## src/rtl/alu_cmd_pkg.sv

```systemverilog
// Shared types and constants for the ALU command sequencer.
// The state encoding, the default opcodes and the ALU function codes live here.
package alu_cmd_pkg;

    typedef enum logic [2:0] {
        ST_IDLE     = 3'd0,
        ST_GET_A    = 3'd1,
        ST_GET_B    = 3'd2,
        ST_GET_FUN  = 3'd3,
        ST_ALU_RUN  = 3'd4,
        ST_WAIT_RES = 3'd5,
        ST_SEND_LO  = 3'd6,
        ST_SEND_HI  = 3'd7
    } state_t;

    localparam logic [7:0] CMD_ALU_OP_DEF     = 8'hCC;
    localparam logic [7:0] CMD_ALU_NOP_DEF    = 8'hDD;
    localparam int         TIMEOUT_CYCLES_DEF = 1024;

    localparam logic [3:0] FUN_ADD  = 4'h0;
    localparam logic [3:0] FUN_SUB  = 4'h1;
    localparam logic [3:0] FUN_MUL  = 4'h2;
    localparam logic [3:0] FUN_DIV  = 4'h3;
    localparam logic [3:0] FUN_AND  = 4'h4;
    localparam logic [3:0] FUN_OR   = 4'h5;
    localparam logic [3:0] FUN_NAND = 4'h6;
    localparam logic [3:0] FUN_NOR  = 4'h7;
    localparam logic [3:0] FUN_XOR  = 4'h8;
    localparam logic [3:0] FUN_XNOR = 4'h9;
    localparam logic [3:0] FUN_EQ   = 4'hA;
    localparam logic [3:0] FUN_GT   = 4'hB;
    localparam logic [3:0] FUN_LT   = 4'hC;
    localparam logic [3:0] FUN_SHR  = 4'hD;
    localparam logic [3:0] FUN_SHL  = 4'hE;

endpackage

```

## src/rtl/alu_cmd_ctrl_if.sv

```systemverilog
// Bus bundle between the command sequencer and its neighbours:
// UART RX parallel side, the ALU, and the UART TX valid/ready side.
interface alu_cmd_ctrl_if;

    logic [7:0]  RX_P_DATA;
    logic        RX_D_VLD;
    logic [15:0] ALU_OUT;
    logic        OUT_Valid;
    logic [7:0]  A;
    logic [7:0]  B;
    logic [3:0]  ALU_FUN;
    logic        ALU_EN;
    logic [7:0]  TX_P_DATA;
    logic        TX_D_VLD;
    logic        TX_READY;
    logic        BUSY;
    logic        RX_DROP;

    // The sequencer itself
    modport master (
        input  RX_P_DATA, RX_D_VLD, ALU_OUT, OUT_Valid, TX_READY,
        output A, B, ALU_FUN, ALU_EN, TX_P_DATA, TX_D_VLD, BUSY, RX_DROP
    );

    // The surrounding RX / ALU / TX blocks
    modport slave (
        output RX_P_DATA, RX_D_VLD, ALU_OUT, OUT_Valid, TX_READY,
        input  A, B, ALU_FUN, ALU_EN, TX_P_DATA, TX_D_VLD, BUSY, RX_DROP
    );

endinterface

```

## src/rtl/alu_cmd_tx_ser.sv

```systemverilog
// Two-byte serializer: takes a 16-bit word on load and offers it low byte
// first over a valid/ready handshake. Byte data is held stable until accepted.
module alu_cmd_tx_ser (
    input  logic        CLK,
    input  logic        RST,
    input  logic        load,
    input  logic [15:0] data,
    input  logic        tx_ready,
    output logic [7:0]  tx_data,
    output logic        tx_vld,
    output logic        lo_done,
    output logic        hi_done
);

    logic [7:0] result_hi_q;
    logic       hi_q;
    logic       accept;

    assign accept  = tx_vld & tx_ready;
    assign lo_done = accept & ~hi_q;
    assign hi_done = accept & hi_q;

    // Load the word, then step from low byte to high byte on each acceptance
    // NOTE: state flops use non-blocking assignments so every register samples pre-edge values.
    always_ff @(posedge CLK or negedge RST) begin
        if (!RST) begin
            result_hi_q <= '0;
            hi_q        <= 1'b0;
            tx_vld      <= 1'b0;
            tx_data     <= '0;
        end else if (load) begin
            result_hi_q <= data[15:8];
            hi_q        <= 1'b0;
            tx_vld      <= 1'b1;
            tx_data     <= data[7:0];
        end else if (lo_done) begin
            hi_q    <= 1'b1;
            tx_data <= result_hi_q;
        end else if (hi_done) begin
            hi_q   <= 1'b0;
            tx_vld <= 1'b0;
        end
    end

endmodule

```

## src/rtl/alu_cmd_ctrl.sv

```systemverilog
// Command sequencer in front of the 16-bit ALU: parses CC/DD frames from
// UART RX, pulses ALU_EN once, captures the result and sends it low byte first.
// Optional macro ALU_CMD_TIMEOUT_EN: abandons a partial frame after
// TIMEOUT_CYCLES idle cycles between bytes.
module alu_cmd_ctrl
    import alu_cmd_pkg::*;
#(
    parameter logic [7:0] CMD_ALU_OP  = CMD_ALU_OP_DEF,
    parameter logic [7:0] CMD_ALU_NOP = CMD_ALU_NOP_DEF
`ifdef ALU_CMD_TIMEOUT_EN
    ,
    parameter int TIMEOUT_CYCLES = TIMEOUT_CYCLES_DEF
`endif
) (
    input  logic          CLK,
    input  logic          RST,
    alu_cmd_ctrl_if.master bus
);

    state_t state_q;
    state_t state_d;
    logic   drop_d;
    logic   timeout;
    logic   load_res;
    logic   lo_done;
    logic   hi_done;

`ifdef ALU_CMD_TIMEOUT_EN
    localparam int CNT_W = $clog2(TIMEOUT_CYCLES);

    logic [CNT_W-1:0] gap_cnt_q;
    logic             in_frame;

    assign in_frame = (state_q == ST_GET_A) || (state_q == ST_GET_B) || (state_q == ST_GET_FUN);
    assign timeout  = in_frame && !bus.RX_D_VLD && (gap_cnt_q == CNT_W'(TIMEOUT_CYCLES - 1));

    // Count idle cycles between frame bytes; any byte or leaving the frame clears it
    always_ff @(posedge CLK or negedge RST) begin
        if (!RST) begin
            gap_cnt_q <= '0;
        end else if (in_frame && !bus.RX_D_VLD && !timeout) begin
            gap_cnt_q <= gap_cnt_q + 1'b1;
        end else begin
            gap_cnt_q <= '0;
        end
    end
`else
    assign timeout = 1'b0;
`endif

    assign load_res = (state_q == ST_WAIT_RES) && bus.OUT_Valid;

    // State register
    always_ff @(posedge CLK or negedge RST) begin
        if (!RST) begin
            state_q <= ST_IDLE;
        end else begin
            state_q <= state_d;
        end
    end

    // Next-state and drop decision
    // NOTE: every signal gets a default before the case so no latch is inferred.
    always_comb begin
        state_d = state_q;
        drop_d  = 1'b0;
        case (state_q)
            ST_IDLE: begin
                if (bus.RX_D_VLD) begin
                    if (bus.RX_P_DATA == CMD_ALU_OP) begin
                        state_d = ST_GET_A;
                    end else if (bus.RX_P_DATA == CMD_ALU_NOP) begin
                        state_d = ST_GET_FUN;
                    end else begin
                        drop_d = 1'b1;
                    end
                end
            end
            ST_GET_A: begin
                if (bus.RX_D_VLD) begin
                    state_d = ST_GET_B;
                end else if (timeout) begin
                    state_d = ST_IDLE;
                    drop_d  = 1'b1;
                end
            end
            ST_GET_B: begin
                if (bus.RX_D_VLD) begin
                    state_d = ST_GET_FUN;
                end else if (timeout) begin
                    state_d = ST_IDLE;
                    drop_d  = 1'b1;
                end
            end
            ST_GET_FUN: begin
                if (bus.RX_D_VLD) begin
                    state_d = ST_ALU_RUN;
                end else if (timeout) begin
                    state_d = ST_IDLE;
                    drop_d  = 1'b1;
                end
            end
            ST_ALU_RUN: begin
                state_d = ST_WAIT_RES;
                drop_d  = bus.RX_D_VLD;
            end
            ST_WAIT_RES: begin
                if (bus.OUT_Valid) state_d = ST_SEND_LO;
                drop_d = bus.RX_D_VLD;
            end
            ST_SEND_LO: begin
                if (lo_done) state_d = ST_SEND_HI;
                drop_d = bus.RX_D_VLD;
            end
            ST_SEND_HI: begin
                if (hi_done) state_d = ST_IDLE;
                drop_d = bus.RX_D_VLD;
            end
            default: state_d = ST_IDLE;
        endcase
    end

    // Registered outputs: operand/function latches, enable pulse, busy and drop
    always_ff @(posedge CLK or negedge RST) begin
        if (!RST) begin
            bus.A       <= '0;
            bus.B       <= '0;
            bus.ALU_FUN <= '0;
            bus.ALU_EN  <= 1'b0;
            bus.BUSY    <= 1'b0;
            bus.RX_DROP <= 1'b0;
        end else begin
            bus.ALU_EN  <= (state_d == ST_ALU_RUN);
            bus.BUSY    <= (state_d != ST_IDLE);
            bus.RX_DROP <= drop_d;
            if (bus.RX_D_VLD) begin
                case (state_q)
                    ST_GET_A:   bus.A       <= bus.RX_P_DATA;
                    ST_GET_B:   bus.B       <= bus.RX_P_DATA;
                    ST_GET_FUN: bus.ALU_FUN <= bus.RX_P_DATA[3:0];
                    default:    ;
                endcase
            end
        end
    end

    alu_cmd_tx_ser u_tx_ser (
        .CLK      (CLK),
        .RST      (RST),
        .load     (load_res),
        .data     (bus.ALU_OUT),
        .tx_ready (bus.TX_READY),
        .tx_data  (bus.TX_P_DATA),
        .tx_vld   (bus.TX_D_VLD),
        .lo_done  (lo_done),
        .hi_done  (hi_done)
    );

endmodule

```

## src/flat_wrapper.sv

```systemverilog
// flat-port wrapper written by rule: the top's interface ports become plain ports
module alu_cmd_ctrl_flat import alu_cmd_pkg::*;
#(
    parameter logic [7:0] CMD_ALU_OP  = CMD_ALU_OP_DEF,
    parameter logic [7:0] CMD_ALU_NOP = CMD_ALU_NOP_DEF

)
  (CLK, RST, bus_RX_P_DATA, bus_RX_D_VLD, bus_ALU_OUT, bus_OUT_Valid, bus_TX_READY, bus_A, bus_B, bus_ALU_FUN, bus_ALU_EN, bus_TX_P_DATA, bus_TX_D_VLD, bus_BUSY, bus_RX_DROP);
  alu_cmd_ctrl_if bus_i ();
  input  logic CLK;
  input  logic RST;
  input wire logic [$bits(bus_i.RX_P_DATA)-1:0] bus_RX_P_DATA;
  input wire logic [$bits(bus_i.RX_D_VLD)-1:0] bus_RX_D_VLD;
  input wire logic [$bits(bus_i.ALU_OUT)-1:0] bus_ALU_OUT;
  input wire logic [$bits(bus_i.OUT_Valid)-1:0] bus_OUT_Valid;
  input wire logic [$bits(bus_i.TX_READY)-1:0] bus_TX_READY;
  output wire logic [$bits(bus_i.A)-1:0] bus_A;
  output wire logic [$bits(bus_i.B)-1:0] bus_B;
  output wire logic [$bits(bus_i.ALU_FUN)-1:0] bus_ALU_FUN;
  output wire logic [$bits(bus_i.ALU_EN)-1:0] bus_ALU_EN;
  output wire logic [$bits(bus_i.TX_P_DATA)-1:0] bus_TX_P_DATA;
  output wire logic [$bits(bus_i.TX_D_VLD)-1:0] bus_TX_D_VLD;
  output wire logic [$bits(bus_i.BUSY)-1:0] bus_BUSY;
  output wire logic [$bits(bus_i.RX_DROP)-1:0] bus_RX_DROP;
  assign bus_i.RX_P_DATA = bus_RX_P_DATA;
  assign bus_i.RX_D_VLD = bus_RX_D_VLD;
  assign bus_i.ALU_OUT = bus_ALU_OUT;
  assign bus_i.OUT_Valid = bus_OUT_Valid;
  assign bus_i.TX_READY = bus_TX_READY;
  assign bus_A = bus_i.A;
  assign bus_B = bus_i.B;
  assign bus_ALU_FUN = bus_i.ALU_FUN;
  assign bus_ALU_EN = bus_i.ALU_EN;
  assign bus_TX_P_DATA = bus_i.TX_P_DATA;
  assign bus_TX_D_VLD = bus_i.TX_D_VLD;
  assign bus_BUSY = bus_i.BUSY;
  assign bus_RX_DROP = bus_i.RX_DROP;
  alu_cmd_ctrl #(.CMD_ALU_OP(CMD_ALU_OP), .CMD_ALU_NOP(CMD_ALU_NOP)) u_core (.CLK(CLK), .RST(RST), .bus(bus_i));
endmodule
```

## config.mk

```make
export PLATFORM = sky130hd
export DESIGN_NAME = alu_cmd_ctrl_flat
export DESIGN_NICKNAME = d
export VERILOG_FILES = /design/src/rtl/alu_cmd_pkg.sv /design/src/rtl/alu_cmd_ctrl_if.sv /design/src/rtl/alu_cmd_tx_ser.sv /design/src/rtl/alu_cmd_ctrl.sv /design/src/flat_wrapper.sv
export SDC_FILE = /design/constraint.sdc
export NUM_CORES = 1
export LEC_CHECK = 0
export ABC_AREA = 1
export CORE_MARGIN = 2
export CORE_UTILIZATION = 46
export DETAILED_ROUTE_END_ITERATION = 10
export PLACE_DENSITY = 0.76
export SYNTH_ARGS = -nofsm -noshare
export SYNTH_HDL_FRONTEND = slang
export SYNTH_SLANG_ARGS = --single-unit
export TNS_END_PERCENT = 30
```

## constraint.sdc

```tcl
create_clock -name CLK -period 1.5 [get_ports CLK]
set_clock_uncertainty 0.2 [all_clocks]
set_input_delay 0.225 -clock CLK [delete_from_list [all_inputs] [get_ports CLK]]
set_output_delay 0.225 -clock CLK [all_outputs]
set_load 0.05 [all_outputs]
```

==> impl_metrics.toml <==
[status]
status = "finished with violations"
violations = "setup timing"

[global_route]
grt_max_degree = 20
grt_pass1_wl_mm = 8.176
grt_antenna_before_repair = 0
grt_overflow_total = 0
grt_pass1_vias = 1778
grt_use_total_pct = 20.84

[placed_design]
place_inst = 351
place_hpwl_mm = 3.565
place.gp.congestion = 0.8904
port_buffers = 60

[logic_synthesis]
ys_seq_elements = 44
synth_compound_area_share_pct = 10.73
ys_seq_area_share_pct = 55.52
synth_area_leaders = "dfrtp_1, nand2_1, o21ai_2, inv_1, nand3_1"
syn_area_um2 = 1983
synth_top_area_share_pct = 55.52
yosys.cell_types.count = 21
synth_top_area_cell = "dfrtp_1"
synth-xor-area-share_pct = 0
synth.avg_cell_area_um2 = 8.814
synth_fa_ha_area_share_pct = 0
synth_top_family_by_area = "simple AND/OR/NAND/NOR gates"
synth_mux_area_share_pct = 0
synth-simple-area-share_pct = 25.87
yosys_warnings = 0
netlist_instances = 225
synth_fp_nets = 254

[clocking]
cts_made_buffers = 5
cts_root_buffer = "clkbuf_8"
htree_levels = 2
cts.clk_slew.worst_paths_ns = 0.09
clock-sinks = 44
clock_latency_ns = 0.29
tritoncts = "yes"
clockBufferDepth = 2

[worst_setup_path]
start_kind = "flop"
slowest_stage = "dfrtp_2"
cpPeakStageDelay_ns = 0.47
critPathTopFamily = "flip-flops"
crit_path_max_fanout = 8
crit_type = "reg2reg"
crit_chain = "nor2_4 > nand3_4 > buf_12 > nand2_4 > nand3_2 > o21ai_2 > inv_1"
end_kind = "flop"
required_ns = 1.49
critPathBufInv = 2
cp.arrival_ns = 1.54

[die]
die_area_um2 = 4853
start_util_pct = 48.53
die_h_um = 69.66
rows = 23
io_pins = 61
die_w_um = 69.66
core_um2 = 4086

[layout]
drive_above_1_share_pct = 36.94
instances_no_fill = 364
fin_nets = 342
final_common_cell = "nand2_1"
post-route-util_pct = 82.18
final_cell_mix = "nand2_1, dfrtp_1, buf_12, clkdlybuf4s50_1, buf_4"
n_antenna_cell = 0
area_growth_pct = 69.34

[drt]
viasPerCell = 4.783
vias = 1741
drc = 0
drt.antenna.violating_nets = 0
wire_per_inst_um = 13.67
dr.first_iter.drc_count = 91
drt-pass1-iter-count = 4
drt_wl_total_mm = 4.976

[timing]
fin_ws_ns = -0.04717
slew_headroom_pct = 72.46
min_period_over_period_pct = 103.1
hold_slack_ns = 0.2273
fin_crit_ns = 1.547
tns_ns = -0.1446
setup_violations = 7
tightest_slew_ns = 0.4131
slew_viol_final = 0
hold_viol_final = 0
fmax_mhz = 646.3
rsz0062_at_grt = "yes"

[job]
max_cap_viol_count = 0

[worst_hold_path]
hold_path_class = "in2async"

[power]
irDropWorstVdd_mv = 0.8207
p_total_w = 0.002246
power_density_nw_per_um2 = 668.8
power.leakage_nw = 1.597
-- worst paths after layout --
kind                       cells after the start                                       start                                          to  slack (ns)
max                                            7                 u_core.state_q[1]$_DFF_PN0_      u_core.u_tx_ser.tx_data[5]$_DFFE_PN0P_       -0.05
min                                            2                                         RST                 u_core.bus.B[3]$_DFFE_PN0P_        0.23
max reg2reg                                    7                 u_core.state_q[1]$_DFF_PN0_      u_core.u_tx_ser.tx_data[5]$_DFFE_PN0P_       -0.05
min reg2reg                                    2  u_core.u_tx_ser.result_hi_q[1]$_DFFE_PN0P_  u_core.u_tx_ser.result_hi_q[1]$_DFFE_PN0P_        0.28
max in group asynchronous                      3                                         RST                 u_core.bus.B[7]$_DFFE_PN0P_        0.37
min in group CLK                               3                             bus_ALU_OUT[11]  u_core.u_tx_ser.result_hi_q[3]$_DFFE_PN0P_        0.26
-- metal layers --
layer / global-route usage (%) / routed length [um] / share of wire [%]
met1: 28.28 / 2170 / 44
met2: 34.08 / 2547 / 51
met3: 4.360 / 208 / 4.2
met4: 5.769 / 49 / 0.98
met5: 0 / 0 / 0
-- stage by stage --
stage / area, um^2 / setup WS (ns)
floorplan: 1987 / 0.02344
global placement: 3083 / -0.1862
detailed placement: 3083 / -0.2312
CTS: 3219 / 0.004342
global route: 3358 / -0.1195
finish: 3358 / -0.04717
-- timing repair --
item | in CTS | in global routing
hold endpoints to repair | 33 | 0
setup buffers | 1 | 3
hold buffers | 1 | 0
endpoints found under the setup margin | 7 | 16
gates resized for setup | 3 | 32
pin swaps | 1 | 10
-- sequential cells by signal, summed over array words and instances, names as in the netlist --
signal / flops
u_core.u_tx_ser.hi_q: 1
u_core.u_tx_ser.tx_data: 8
u_core.bus.ALU_EN: 1
u_core.bus.ALU_FUN: 4
u_core.state_q: 3
u_core.u_tx_ser.tx_vld: 1
u_core.bus.BUSY: 1
u_core.u_tx_ser.result_hi_q: 8
u_core.bus.B: 8
u_core.bus.A: 8
u_core.bus.RX_DROP: 1
-- cells by family (layout without fill, tap and decap cells) --
group | count (synthesis) | count (layout)
flops | 44 | 44
simple gates | 118 | 118
compound gates | 31 | 31
buf+inv | 32 | 121
-- power breakdown --
part           total, W  internal, W  leakage (nW)  switching [W]
clock          0.000894     0.000493        0.0541       0.000401
sequential      0.00119      0.00119         0.590     0.00000105
combinational  0.000165    0.0000946         0.953      0.0000705
-- worst register-to-register path, stage by stage, from the launching register on --
cell and delay [ns]:
dfrtp_2 0.47, nor2_4 0.16, nand3_4 0.16, buf_12 0.20, nand2_4 0.06, nand3_2 0.08, o21ai_2 0.07, inv_1 0.05
-- cells in the mapped netlist --
library cell / n
dfrtp_1: 44
buf_4: 1
nand2_1: 81
o21ai_1: 9
nor2_4: 1
nand3_2: 1
nand2_2: 4
nand2_4: 1
nand3_4: 1
o21ai_2: 14
o211ai_1: 2
inv_4: 1
a21oi_1: 1
buf_6: 4
inv_1: 22
o21ai_0: 5
nand3_1: 12
nand4_1: 2
nor2_2: 2
nor2_1: 13
inv_2: 4
-- final cells by class --
cell class,instances,area [um^2]
flip-flops and latches,44,1105
well taps,50,62.56
repair buffers,86,1142
fillers,254,728.2
inverters,27,108.9
clock inverters,3,42.54
clock buffers,5,68.82
multi-input cells,149,828.3
Power figures use the tool's default switching activity.
